==> src/rtl/write_ingress_ctrl.sv <==
// Write-domain ingress: 2-entry skid buffer feeding the FIFO write port, plus
// registered occupancy, almost-full and saturating accepted-word count.
module write_ingress_ctrl #(
  parameter int DSIZE        = 8,
  parameter int ADDRSIZE     = 4,
  parameter int AFULL_MARGIN = 2
) (
  input  logic                wclk,
  input  logic                wrst,
  input  logic                in_valid,
  output logic                in_ready,
  input  logic [DSIZE-1:0]    in_data,
  input  logic                wfull,
  input  logic [ADDRSIZE:0]   wptr,
  input  logic [ADDRSIZE:0]   wq2_rptr,
  output logic                winc,
  output logic [DSIZE-1:0]    wdata,
  output logic [ADDRSIZE:0]   wlevel,
  output logic                walmost_full,
  output logic [15:0]         wcount
);

  typedef enum logic [1:0] {EMPTY, ONE, TWO} skid_state_e;

  localparam logic [ADDRSIZE:0] AFULL_THRESH = (ADDRSIZE+1)'((2**ADDRSIZE) - AFULL_MARGIN);

  skid_state_e       state, state_next;
  logic [DSIZE-1:0]  head_q, tail_q;
  logic              accept, pop;
  logic              load_head, head_from_tail, load_tail;
  logic [ADDRSIZE:0] lvl;

  function automatic logic [ADDRSIZE:0] gray2bin(input logic [ADDRSIZE:0] g);
    logic [ADDRSIZE:0] b;
    b[ADDRSIZE] = g[ADDRSIZE];
    for (int i = ADDRSIZE - 1; i >= 0; i--) b[i] = b[i+1] ^ g[i];
    return b;
  endfunction

  // Reset is gated in so a mid-operation reset never pushes a discarded word.
  assign winc   = (state != EMPTY) && !wfull && !wrst;
  assign pop    = winc;
  assign accept = in_valid && in_ready;
  assign wdata  = head_q;
  assign lvl    = gray2bin(wptr) - gray2bin(wq2_rptr);

  // NOTE: every always_comb output gets a default first so no latch is inferred.
  always_comb begin
    state_next     = state;
    load_head      = 1'b0;
    head_from_tail = 1'b0;
    load_tail      = 1'b0;
    unique case (state)
      EMPTY: if (accept) begin
        state_next = ONE;
        load_head  = 1'b1;
      end
      ONE: begin
        if (accept && !pop) begin
          state_next = TWO;
          load_tail  = 1'b1;
        end else if (!accept && pop) begin
          state_next = EMPTY;
        end else if (accept && pop) begin
          load_head = 1'b1;
        end
      end
      TWO: if (pop) begin
        state_next     = ONE;
        load_head      = 1'b1;
        head_from_tail = 1'b1;
      end
      default: state_next = EMPTY;
    endcase
  end

  // NOTE: sequential state uses non-blocking assignments so all registers update together.
  always_ff @(posedge wclk) begin
    if (wrst) begin
      state        <= EMPTY;
      in_ready     <= 1'b0;
      wlevel       <= '0;
      walmost_full <= 1'b0;
      wcount       <= '0;
    end else begin
      state        <= state_next;
      in_ready     <= (state_next != TWO);
      wlevel       <= lvl;
      walmost_full <= (lvl >= AFULL_THRESH);
      if (accept && (wcount != 16'hFFFF)) wcount <= wcount + 16'd1;
    end
  end

  // NOTE: buffer storage is deliberately not reset; its contents are qualified by state.
  always_ff @(posedge wclk) begin
    if (load_head) head_q <= head_from_tail ? tail_q : in_data;
    if (load_tail) tail_q <= in_data;
  end

endmodule

==> config.mk <==
export PLATFORM = sky130hd
export DESIGN_NAME = write_ingress_ctrl
export DESIGN_NICKNAME = d
export VERILOG_FILES = /design/src/rtl/write_ingress_ctrl.sv
export SDC_FILE = /design/constraint.sdc
export NUM_CORES = 1
export LEC_CHECK = 0
export ABC_AREA = 1
export BUFFER_PORTS_ARGS = -buffer_cell sky130_fd_sc_hd__buf_2
export CAP_MARGIN = 20
export CORE_MARGIN = 2
export CORE_UTILIZATION = 53
export CTS_CLUSTER_DIAMETER = 30
export DETAILED_ROUTE_END_ITERATION = 8
export PLACE_DENSITY = 0.8
export SLEW_MARGIN = 10
export SYNTH_ARGS = -nofsm -noshare
export SYNTH_HDL_FRONTEND = slang
export SYNTH_SLANG_ARGS = --single-unit
==> constraint.sdc <==
create_clock -name wclk -period 2.8 [get_ports wclk]
set_input_delay 0.56 -clock wclk [delete_from_list [all_inputs] [get_ports wclk]]
set_output_delay 0.56 -clock wclk [all_outputs]
set_load 0.05 [all_outputs]
Word-level counts from Yosys, hierarchy flattened
Cells that the tools add are included.
- add/sub/neg operators: 2
- magnitude comparators: 1
- eq/ne operators: 4
- muxes and demuxes: 15
- bitwise operators: 8
- reductions and logical operators: 13
- operators by type and width (operator ; number):
    16-bit by 1-bit adder with 16-bit output (second input constant) ; 1
    16-bit inequality test (second input constant) ; 1
    1-bit two-way mux ; 8
    2-bit two-way mux ; 4
    8-bit two-way mux ; 1
    1-bit bitwise XOR ; 8
    1-bit logical AND ; 7
    2-bit one-hot mux with 3 select lines ; 1
    5-bit by 4-bit greater-or-equal comparator with 1-bit output (second input constant) ; 1
    5-bit subtractor ; 1
    1-bit logical NOT ; 4
    1-bit one-hot mux with 3 select lines ; 1
    2-bit by 1-bit == test with 1-bit output (second input constant) ; 1
    2-bit == test (second input constant) ; 1
    2-bit logical NOT ; 1
    2-bit inequality test (second input constant) ; 1
    2-bit nonzero test ; 1
- register bits after elaboration: 41
- bits of input ports: 22
- logic and storage cells: 50

Logic depth before layout (Yosys ltp)
- word-level depth: 8
- mapped depth: 17

Worst setup path after synthesis
OpenSTA, ideal clock, no wires.
- kind: in2reg
- from: input wptr[3]
- to: register walmost_full
- library setup time: 115 ps
- data arrival time: 2249 ps
- data required time: 2685 ps
- path slack: 436 ps
- cell stages on the path: 14
- buffers on the path: 0
- path through: inv_1 > nand2_1 > nand3_1 > nand2_2 > xnor2_1 > xor2_1 > ha_1 > fa_1 > inv_1 > nand4_1 > nand2_1 > nand2_1 > nand3_1 > nand2_1
- longest elaborated chain between the ends: 6
- RTL lines (item ; line ; text):
    from (decl) ; 14 ; input logic [ADDRSIZE:0] wptr,
    1-bit bitwise XOR * ; 36 ; for (int i = ADDRSIZE - 1; i >= 0; i--) b[i] = b[i+1] ^ g[i];
    1-bit bitwise XOR (3 in a row) ; 36 ;
    5-bit subtractor * ; 45 ; assign lvl = gray2bin(wptr) - gray2bin(wq2_rptr);
    5-bit by 4-bit greater-or-equal comparator with 1-bit output * ; 89 ; walmost_full <= (lvl >= AFULL_THRESH);
    to (signal assigned) ; 89 ;
    to (decl) ; 19 ; output logic walmost_full,
Mark *: on every way between the ends. The rest lies on a longest branch, timed or not.
A chain may end at the register's enable or synchronous reset.

Worst setup path in the final report
Same ends and word-level chain as after synthesis.

==> results.cfg <==
[power]
ir_drop_v = 0.000231
p_total_uw = 1350
p_per_area_mw_per_mm2 = 529
p_leak_uw = 0.00118

[clock_network]
cts_num_sinks = 41
clk_pin_slew_worst_paths_ps = 80
cts_made_buffers = 5
ctsHtreeMaxLevel = 2
clock_latency_ps = 300
cts_tree = done
cts_root_buffer = clkbuf_8
cts_hold_buf = 0
clockBufferDepth = 2
postCtsSetupRepairBufs = 0
cts_resized = 0

[global_route]
antenna_found_initial = 0
grt_first_pass_wirelength_mm = 6.98
grt_pass1_vias = 1621
grt_usage = 0.205
grt_max_degree = 18
overflow = 0

[synthesis]
synth_fa_ha_area_frac = 0.0324
synth_top_family_by_area = simple AND/OR/NAND/NOR gates
synth_cell_types = 32
synth.area.mux_share = 0.0417
synthSimpleGateAreaFrac = 0.284
yosys_register_bits = 41
syn_nets = 280
seq_area_frac_synth = 0.454
synth_xor_area_frac = 0.0481
syn_area_sq_mm = 0.00216
synth.avg_cell_area_sq_um = 8.54
postSynthCellCount = 253
yosysWarnings = 0
synth_compound_area_frac = 0.0677

[placed_design]
gp_congestion = 0.847
hpwlAfterDp_mm = 3.24
portBuffers = 53
dp_cells = 353

[floorplan]
ios = 54
dieArea_sq_mm = 0.00460
die_w_um = 67.9
coreArea_sq_mm = 0.00397
rows = 23
die_h_um = 67.9
start_util = 0.544

[route]
viasPerCell = 5.06
ant_nets = 0
drc_errors = 0
dr.pass1.iters = 4
wl_mm = 4.23
wl_per_cell_um = 11.7
drt_iter0_drc = 85
num_vias = 1826

[sta]
max_freq_mhz = 419
tns_ps = 0
period_minus_slack_ps = 2380
hold_violations = 0
rsz0062_at_grt = no
timing.final.crit_share = 0.851
maxSlewHeadroom = 0.740
fin_skew_ps = 5.37
tightest_slew_ps = 388
slew_viol_final = 0
finalSetupViolations = 0

[worst_setup_path]
rr_worst_depth = 11
crit_family = adder cells
cp_data_arrival_time_ps = 2580
path_class = in -> reg
critical_path_depth = 15
critPathLaunch = wptr[3]
worstSetupEndpointType = register
rrSetupSlack_ps = 960
worst_path_largest_cell_delay_ps = 390
crit_path_end = walmost_full
worstSetupStartpointType = input port
path_buf_inv = 3
cpMaxStageDelayCell = fa_1
r2r-start = wcount[0]
crit_chain = buf_2 -> inv_1 -> nand2_1 -> nand3_1 -> nand2_2 -> xnor2_1 -> xor2_1 -> ha_1 -> fa_1 -> inv_1 -> nand4_1 -> nand2_1 -> nand2_1 -> nand3_1 -> nand2_1
path_max_fanout = 3
crit_top_cell = nand2_1
r2r_end = wcount[11]
worst_ep_required_time_ps = 2990

[min_path]
worstHoldStart = in_data[6]
hold_class = in -> reg

[finish]
syn_to_final_growth_pct = 18.2
layout.nets = 337
stdcell_count = 361
final_cell_mix = nand2_1, buf_2, inv_1, nor2_1, dfxtp_1
postLayoutCoreUtil = 0.643
antenna_cells = 0
final_common_cell = nand2_1
layout-drive-gt1-share = 0.318

[run_status]
status = completed

[job]
drv_cap = 0
==> cell families (layout without fill, tap and decap cells) <==
group / after synthesis / in the layout
adders and majority gates: 5 / 5
muxes: 8 / 8
and+or+nand+nor: 124 / 124
buffers and inverters: 38 / 96
DFF: 41 / 41
xor gates and xnor gates: 11 / 11
AOI/OAI and AO/OA: 26 / 26
==> worst reg2reg max path, delay by kind of cell, from the launching register on <==
family | cells | cell delay [ps]
buffers and inverters | 1 | 150
adders and majority gates | 1 | 250
and+or+nand+nor | 9 | 960
DFF | 1 | 430
==> cells in the mapped netlist (all sizes together) <==
library cell	count	area share
nand2	65	0.13
inv	34	0.059
nor2	29	0.053
dfxtp	25	0.23
nand3	18	0.051
a21oi	16	0.041
edfxtp	16	0.22
mux2	8	0.042
o21ai	8	0.019
xor2	8	0.036
nor3	7	0.034
buf	4	0.013
ha	4	0.023
nand4	4	0.012
xnor2	3	0.012
a211oi	1	0.0058
a31oi	1	0.0029
and3	1	0.0029
fa	1	0.0093
==> power by group <==
part / internal [uW] / switching [uW]
Sequential: 653 / 10.5
Clock: 172 / 201
Combinational: 90.9 / 225
Total: 916 / 436
==> final cells by class <==
cell class | count | area (sq um)
Fill cell | 344 | 1420
Tap cell | 50 | 62.6
Inverter | 34 | 128
Timing Repair Buffer | 54 | 273
Multi-Input combinational cell | 174 | 1020
Clock inverter | 3 | 17.5
Clock buffer | 5 | 68.8
Sequential cell | 41 | 981
==> stage by stage <==
step                      setup WS, ps  hold WS [ps]  cell area, sq um
after floorplan                    436           519              2160
after global placement             229           486              2470
after detailed placement           117           493              2470
after CTS                          434           436              2550
after global routing               172           442              2550
final                              416           445              2550
==> per-layer routing <==
layer	global-route usage	vias up	wire, um
li1	-	930	-
met1	0.241	828	1750
met2	0.355	61	2130
met3	0.0510	7	263
met4	0.0900	0	80
met5	0	-	0
==> how the worst min path moves through the flow <==
stage | to | slack [ps] | depth (start not counted)
final | tail_q[6] | 450 | 1
after global routing | tail_q[3] | 440 | 1
after CTS | tail_q[6] | 440 | 1
after detailed placement | wcount[14] | 490 | 2
after global placement | wcount[3] | 490 | 1
after floorplan | state[0] | 520 | 2
==> sequential cells by signal, indices dropped and copies added, names as in the netlist <==
register	count
state	2
tail_q	8
walmost_full	1
in_ready	1
wlevel	5
wdata	8
wcount	16
(Power assumes the default switching activity.)
